===== src/rtl/config_write_arbiter.sv =====
// Round-robin arbiter for host and patch-loader writes into the modulator's
// per-operator config memories. Writes are gated to a window after each frame start.
module config_write_arbiter #(
    parameter int NUM_VOICE_OPERATORS = 128,
    parameter int WINDOW_CYCLES       = 16
) (
    input  logic                                   i_Clock,
    input  logic                                   i_Reset_n,
    input  logic                                   i_FrameStart,
    input  logic                                   i_HostValid,
    output logic                                   o_HostReady,
    input  logic [1:0]                             i_HostSelect,
    input  logic [$clog2(NUM_VOICE_OPERATORS)-1:0] i_HostAddr,
    input  logic [15:0]                            i_HostData,
    input  logic                                   i_LoadValid,
    output logic                                   o_LoadReady,
    input  logic [1:0]                             i_LoadSelect,
    input  logic [$clog2(NUM_VOICE_OPERATORS)-1:0] i_LoadAddr,
    input  logic [15:0]                            i_LoadData,
    output logic                                   o_AlgorithmWriteEnable,
    output logic                                   o_FeedbackLevelConfigWriteEnable,
    output logic [$clog2(NUM_VOICE_OPERATORS)-1:0] o_ConfigWriteAddr,
    output logic [15:0]                            o_ConfigWriteData,
    output logic                                   o_WindowOpen,
    output logic                                   o_BadSelect
);

    localparam int ADDR_W = $clog2(NUM_VOICE_OPERATORS);
    // A one-bit counter keeps the declarations legal when gating is disabled.
    localparam int CNT_W  = (WINDOW_CYCLES > 0) ? $clog2(WINDOW_CYCLES + 1) : 1;
    localparam logic [CNT_W-1:0] WINDOW_LOAD = CNT_W'(WINDOW_CYCLES);
    localparam logic [CNT_W-1:0] CNT_ONE     = CNT_W'(1);
    localparam logic [CNT_W-1:0] CNT_ZERO    = CNT_W'(0);

    localparam logic [1:0] SEL_ALGORITHM = 2'b00;
    localparam logic [1:0] SEL_FEEDBACK  = 2'b01;

    localparam logic LAST_HOST   = 1'b0;
    localparam logic LAST_LOADER = 1'b1;

    logic [CNT_W-1:0]  window_cnt_q, window_cnt_d;
    logic              last_q, last_d;
    logic              alg_we_q, alg_we_d;
    logic              fb_we_q, fb_we_d;
    logic [ADDR_W-1:0] addr_q, addr_d;
    logic [15:0]       data_q, data_d;
    logic              bad_q, bad_d;

    logic              window_open_s;
    logic              host_grant_s;
    logic              load_grant_s;
    logic              accept_s;
    logic [1:0]        sel_s;

    // Window is open while the counter runs, or always when gating is disabled; reset forces it shut.
    assign window_open_s = i_Reset_n && ((window_cnt_q != CNT_ZERO) || (WINDOW_CYCLES == 0));

    // Grant selection: a tie goes to whichever requester did not win the last transfer.
    always_comb begin
        host_grant_s = 1'b0;
        load_grant_s = 1'b0;
        if (window_open_s) begin
            case ({i_HostValid, i_LoadValid})
                2'b10: host_grant_s = 1'b1;
                2'b01: load_grant_s = 1'b1;
                2'b11: begin
                    if (last_q == LAST_LOADER) begin
                        host_grant_s = 1'b1;
                    end else begin
                        load_grant_s = 1'b1;
                    end
                end
                default: begin
                    host_grant_s = 1'b0;
                    load_grant_s = 1'b0;
                end
            endcase
        end else begin
            host_grant_s = 1'b0;
            load_grant_s = 1'b0;
        end
    end

    assign o_HostReady = host_grant_s;
    assign o_LoadReady = load_grant_s;
    assign accept_s    = (host_grant_s && i_HostValid) || (load_grant_s && i_LoadValid);
    assign sel_s       = load_grant_s ? i_LoadSelect : i_HostSelect;

    // Window counter: frame start reloads (never adds), otherwise count down to zero.
    always_comb begin
        window_cnt_d = window_cnt_q;
        if (i_FrameStart) begin
            window_cnt_d = WINDOW_LOAD;
        end else if (window_cnt_q != CNT_ZERO) begin
            window_cnt_d = window_cnt_q - CNT_ONE;
        end else begin
            window_cnt_d = window_cnt_q;
        end
    end

    // Write-port next state: strobes pulse for one cycle, address/data hold between accepts.
    always_comb begin
        alg_we_d = 1'b0;
        fb_we_d  = 1'b0;
        addr_d   = addr_q;
        data_d   = data_q;
        bad_d    = bad_q;
        last_d   = last_q;
        if (accept_s) begin
            addr_d = load_grant_s ? i_LoadAddr : i_HostAddr;
            data_d = load_grant_s ? i_LoadData : i_HostData;
            last_d = load_grant_s ? LAST_LOADER : LAST_HOST;
            case (sel_s)
                SEL_ALGORITHM: alg_we_d = 1'b1;
                SEL_FEEDBACK:  fb_we_d  = 1'b1;
                default:       bad_d    = 1'b1;
            endcase
        end else begin
            alg_we_d = 1'b0;
            fb_we_d  = 1'b0;
        end
    end

    // State registers with synchronous active-low reset.
    always_ff @(posedge i_Clock) begin
        if (!i_Reset_n) begin
            window_cnt_q <= CNT_ZERO;
            last_q       <= LAST_LOADER;
            alg_we_q     <= 1'b0;
            fb_we_q      <= 1'b0;
            addr_q       <= '0;
            data_q       <= 16'h0000;
            bad_q        <= 1'b0;
        end else begin
            window_cnt_q <= window_cnt_d;
            last_q       <= last_d;
            alg_we_q     <= alg_we_d;
            fb_we_q      <= fb_we_d;
            addr_q       <= addr_d;
            data_q       <= data_d;
            bad_q        <= bad_d;
        end
    end

    assign o_AlgorithmWriteEnable           = alg_we_q;
    assign o_FeedbackLevelConfigWriteEnable = fb_we_q;
    assign o_ConfigWriteAddr                = addr_q;
    assign o_ConfigWriteData                = data_q;
    assign o_WindowOpen                     = window_open_s;
    assign o_BadSelect                      = bad_q;

endmodule


===== config.mk =====
export PLATFORM = sky130hd
export DESIGN_NAME = config_write_arbiter
export DESIGN_NICKNAME = d
export VERILOG_FILES = /design/src/rtl/config_write_arbiter.sv
export SDC_FILE = /design/constraint.sdc
export NUM_CORES = 1
export LEC_CHECK = 0
export CAP_MARGIN = 30
export CORE_AREA = 2 2 66 68
export DETAILED_ROUTE_END_ITERATION = 6
export DIE_AREA = 0 0 68 70
export HOLD_SLACK_MARGIN = 0.05
export PLACE_DENSITY = 0.77
export SLEW_MARGIN = 20
export SYNTH_ARGS = -nofsm -noshare
export SYNTH_HDL_FRONTEND = slang
export SYNTH_SLANG_ARGS = --single-unit

===== constraint.sdc =====
create_clock -name i_Clock -period 2.6 [get_ports i_Clock]
set_input_delay 0.78 -clock i_Clock [delete_from_list [all_inputs] [get_ports i_Clock]]
set_output_delay 0.78 -clock i_Clock [all_outputs]
set_load 0.03 [all_outputs]

## Word-level counts from Yosys, hierarchy flattened

Index checks and enable logic that the tools add are counted.

| cells by class | value |
|---|---|
| equal/unequal tests | 4 |
| reductions and logical operators | 11 |
| $add $sub $neg | 1 |
| muxes and demuxes | 14 |
| bitwise gates (word level) | 2 |

Operators with widths:

| operator | number |
|---|---|
| 16-bit 2-to-1 mux | 1 |
| 5-bit 2-to-1 mux | 2 |
| 1-bit 2-to-1 mux | 7 |
| 7-bit 2-to-1 mux | 1 |
| 5-bit nonzero test | 1 |
| 5-bit by 1-bit subtractor with 5-bit output, second input constant | 1 |
| 2-bit by 1-bit == test with 1-bit output, second input constant | 2 |
| 2-bit == test, second input constant | 2 |
| 1-bit one-hot mux with 2 select lines | 2 |
| 2-bit AND reduction | 2 |
| 2-bit OR reduction | 2 |
| 1-bit logical AND | 3 |
| 2-bit zero test | 1 |
| 2-bit 2-to-1 mux | 1 |
| 1-bit NOT | 2 |
| 2-bit nonzero test | 1 |
| 1-bit logical OR | 1 |

| word-level totals | value |
|---|---|
| output and inout bits | 29 |
| word-level logic and storage cells | 40 |
| bits in registers | 32 |
| input port bits | 55 |

## Depth between registers and ports, before layout

| logic depth | value |
|---|---|
| depth in word-level cells | 8 |
| depth in mapped cells | 9 |
| gate-level depth less buffers | 6 |

## Least setup slack after synthesis

No wires, ideal clock.

| timing path | value |
|---|---|
| kind | input port to output port |
| from | input port i_Reset_n |
| to | output port o_HostReady |
| cell stages on the path | 3 |
| slack | 91 ps |
| arrival | 1729 ps |
| path buffers | 1 |
| required time | 1820 ps |
| path through | clkbuf_1 > and2_1 > and3_1 |

| on the way | value |
|---|---|
| word-level cells in the longest chain between the ends | 2 |

Ends and longest elaborated chain:

| element | RTL line | RTL |
|---|---|---|
| start: declaration | 8 | `input logic i_Reset_n,` |
| 1-bit logical AND | 56 | `assign window_open_s = i_Reset_n && ((window_cnt_q != CNT_ZERO) \|\| (WINDOW_CYCLES == 0));` |
| named net o_WindowOpen | 24 | `output logic o_WindowOpen,` |
| 1-bit 2-to-1 mux | 62 | `if (window_open_s) begin` |
| end: declaration | 11 | `output logic o_HostReady,` |

The timed path passes the listed nets, and every way through them passes these cells.

## Final worst setup path

| timing path | value |
|---|---|
| from | register window_cnt_q[0] |
| to | output port o_HostReady |

| on the way | value |
|---|---|
| word-level cells in the longest chain between the ends | 3 |

Ends and longest elaborated chain:

| element | RTL line | RTL |
|---|---|---|
| start: declaration | 41 | `logic [CNT_W-1:0] window_cnt_q, window_cnt_d;` |
| start signal: assignment | 135 | `window_cnt_q <= window_cnt_d;` |
| 5-bit nonzero test | 56 |  |
| 1-bit logical AND | 56 |  |
| 1-bit 2-to-1 mux | 62 |  |

Every way passes these cells.

==> flow_summary.toml <==
[cells_and_area]
fin_area_mm2 = 0.00250
layout-drive-gt1-share = 0.131
areaGrowthSynthToFinish_pct = 72.1
nets = 299
fin_cells = 296
antennaDiodeCount = 0

[synth]
synthArstFlopShare = 0
ys_ff_latch = 32
synth_top_area_cell = "dfxtp_1"
synth_top_area_share = 0.441
synth_edf_count = 0
ys_seq_area_frac = 0.441
synth_warnings = 0
synth_nets = 209
synth_area_leaders = "dfxtp_1 44%, mux2i_1 17%, a21oi_1 9.3%"
synth_top_flop_cell = "dfxtp_1"
synthDistinctLibCells = 28
synth_commonest_cells = "32 x dfxtp_1, 27 x a21oi_1, 24 x mux2i_1, 24 x o21ai_0, 6 x nor2_1"
synth_area_mm2 = 0.00145
synth_most_common_cell = "dfxtp_1"
synthCells = 153
synth_area_per_cell_um2 = 9.49

[detailed_routing]
routed_wl_mm = 3.71
drtAntennaViolNets = 0
drt_iter0_markers = 38
first_pass_iters = 4
via_per_inst = 4.79
wl_per_cell_um = 12.5
drc = 0
num_vias = 1418

[critical_path]
slowest_stage = "or4b_4"
worst-r2r-cell-count = 9
arrival_ns = 1.75
crit_path_cell_trace = "inv_2, ha_4, or4b_4, and2_4, and3_1, buf_6"
slowest_delay_ns = 0.48
critPathRequiredTime_ns = 1.82
r2r-end = "o_ConfigWriteAddr[1]"
rrSetupSlack_ns = 0.38
crit_fanout = 3
end_kind = "output port"
crit_type = "flip-flop to output port"
startpoint = "window_cnt_q[0]"
timing.rr.start = "window_cnt_q[0]"
startpoint_type = "flip-flop"
endpoint = "o_HostReady"

[die]
coreArea_mm2 = 0.00414
core.rowCount = 24
start_util = 0.351
die_area_mm2 = 0.00476
die_h_um = 70
ios = 84
chipWidth_um = 68

[placed_design]
dpl.hpwl_mm = 2.72
place_inst = 285
place_area_mm2 = 0.00232
preCtsSetupSlack_ns = 0.0687
place_congestion = 0.704
io_buffers = 83

[run_status]
status = "complete, no violations"

[run]
cap_viol_max_count = 0

[timing]
worst_pin_slew_ns = 0.339
maxSlewHeadroom = 0.771
fmax_ghz = 0.395
maxSlewViolCount = 0
setup_tns_ns = 0
whs_ns = 0.457
fin_crit_sh = 0.974
rsz0062_at_grt = "no"
finalSetupViolCount = 0
setup_slack_ns = 0.0672
period_needed_ns = 2.53
final-hold-violation-count = 0
finClkSkew_ns = 0.00378

[min_path]
hp-class = "flip-flop to flip-flop"

[power_and_ir_drop]
p_leak_nw = 1.11
power.density_mw_per_mm2 = 691
peakVddDrop_mv = 0.316

[clock_tree]
clock_path_buffers = 2
cts_tree = "built"
clock_sinks = 32
cts_buffers = 5
cts.clk_slew.worst_paths_ns = 0.06
cts_max_level = 2
cts_root_buf = "clkbuf_8"
insertion_delay_ns = 0.29

[global_route]
antenna_found_initial = 0
grt_max_degree = 29
first_global_vias = 1362
grt.total_usage = 0.169
grt_overflow_total = 0
grt_first_pass_wirelength_mm = 6.07
how the worst min path moves through the flow:
stage | from | slack [ns] | end | depth (start not counted)
floorplan | window_cnt_q[4] | 0.47 | window_cnt_q[4] | 2
global placement | o_BadSelect | 0.44 | o_BadSelect | 2
detailed placement | o_BadSelect | 0.45 | o_BadSelect | 2
CTS | o_BadSelect | 0.46 | o_BadSelect | 2
global route | o_BadSelect | 0.50 | o_BadSelect | 2
finish | o_BadSelect | 0.46 | o_BadSelect | 2
area by class of cell:
cell class                 count  area, um^2
multi-input combinational    106         721
clock inverter                 1        30.0
inverter                       3        11.3
fill                         355        1640
tap                           52        65.1
sequential                    32         643
clock buffer                   7        96.3
timing repair buffer          95         933
kinds of logic after synthesis:
family | Yosys count | share of synthesized area
AO/OA/AOI/OAI | 55 | 0.195
flip-flops | 32 | 0.441
multiplexers | 24 | 0.165
AND/OR/NAND/NOR | 23 | 0.0965
buffers and inverters | 15 | 0.0758
XOR/XNOR | 3 | 0.0181
adder cells (fa/ha/maj) | 1 | 0.00861
where the power goes:
| part | internal [W] | switching (W) |
|---|---|---|
| combinational | 0.000309 | 0.000299 |
| sequential | 0.000560 | 0.0000369 |
| clock | 0.000338 | 0.000184 |
registers in the layout, summed over array words and instances (netlist names):
| register | cells |
|---|---|
| o_ConfigWriteData | 16 |
| o_ConfigWriteAddr | 7 |
| window_cnt_q | 5 |
| o_BadSelect | 1 |
| o_AlgorithmWriteEnable | 1 |
| last_q | 1 |
| o_FeedbackLevelConfigWriteEnable | 1 |
timing repair:
action,4_1_cts,5_1_grt
gates resized for setup,6,4
hold buffers,0,0
buffers inserted,0,3
setup endpoints to repair,3,3
pin swaps,1,2
routing by layer:
metal	part of all wire	global-route usage	wire, um	vias up
li1	-	-	-	721
met1	0.39	0.183	1450	647
met2	0.51	0.284	1900	43
met3	0.079	0.0644	294	7
met4	0.019	0.0733	71	0
met5	0	0	0	-
cells in the final DEF, fill, tap and decap left out, types with 2 or more instances in the layout:
cell type and n:
o21ai_0 24, mux2i_1 24, buf_6 2, xnor2_1 3, o21ai_1 2, clkdlybuf4s50_1 80, clkbuf_8 7, buf_4 12
and3_1 2, dfxtp_2 2, nor2_1 6, nand2b_1 3, nand2_1 4, inv_2 2, dfxtp_1 30, a21oi_1 27
worst max-delay path: cells and delay by family, from the launching register on:
family                   cells  cell delay (ns)
adder cells (fa/ha/maj)      1             0.14
flip-flops                   1             0.34
AND/OR/NAND/NOR              3             0.80
buffers and inverters        2             0.20
through the flow:
stage          utilization  total power, W
3_3_place_gp         0.560         0.00117
6_report             0.603         0.00173
3_5_place_dp         0.560         0.00118
4_1_cts              0.596         0.00172
2_1_floorplan            -        0.000935
5_1_grt              0.603         0.00182
Note: power is estimated with default switching activity, not from simulation.
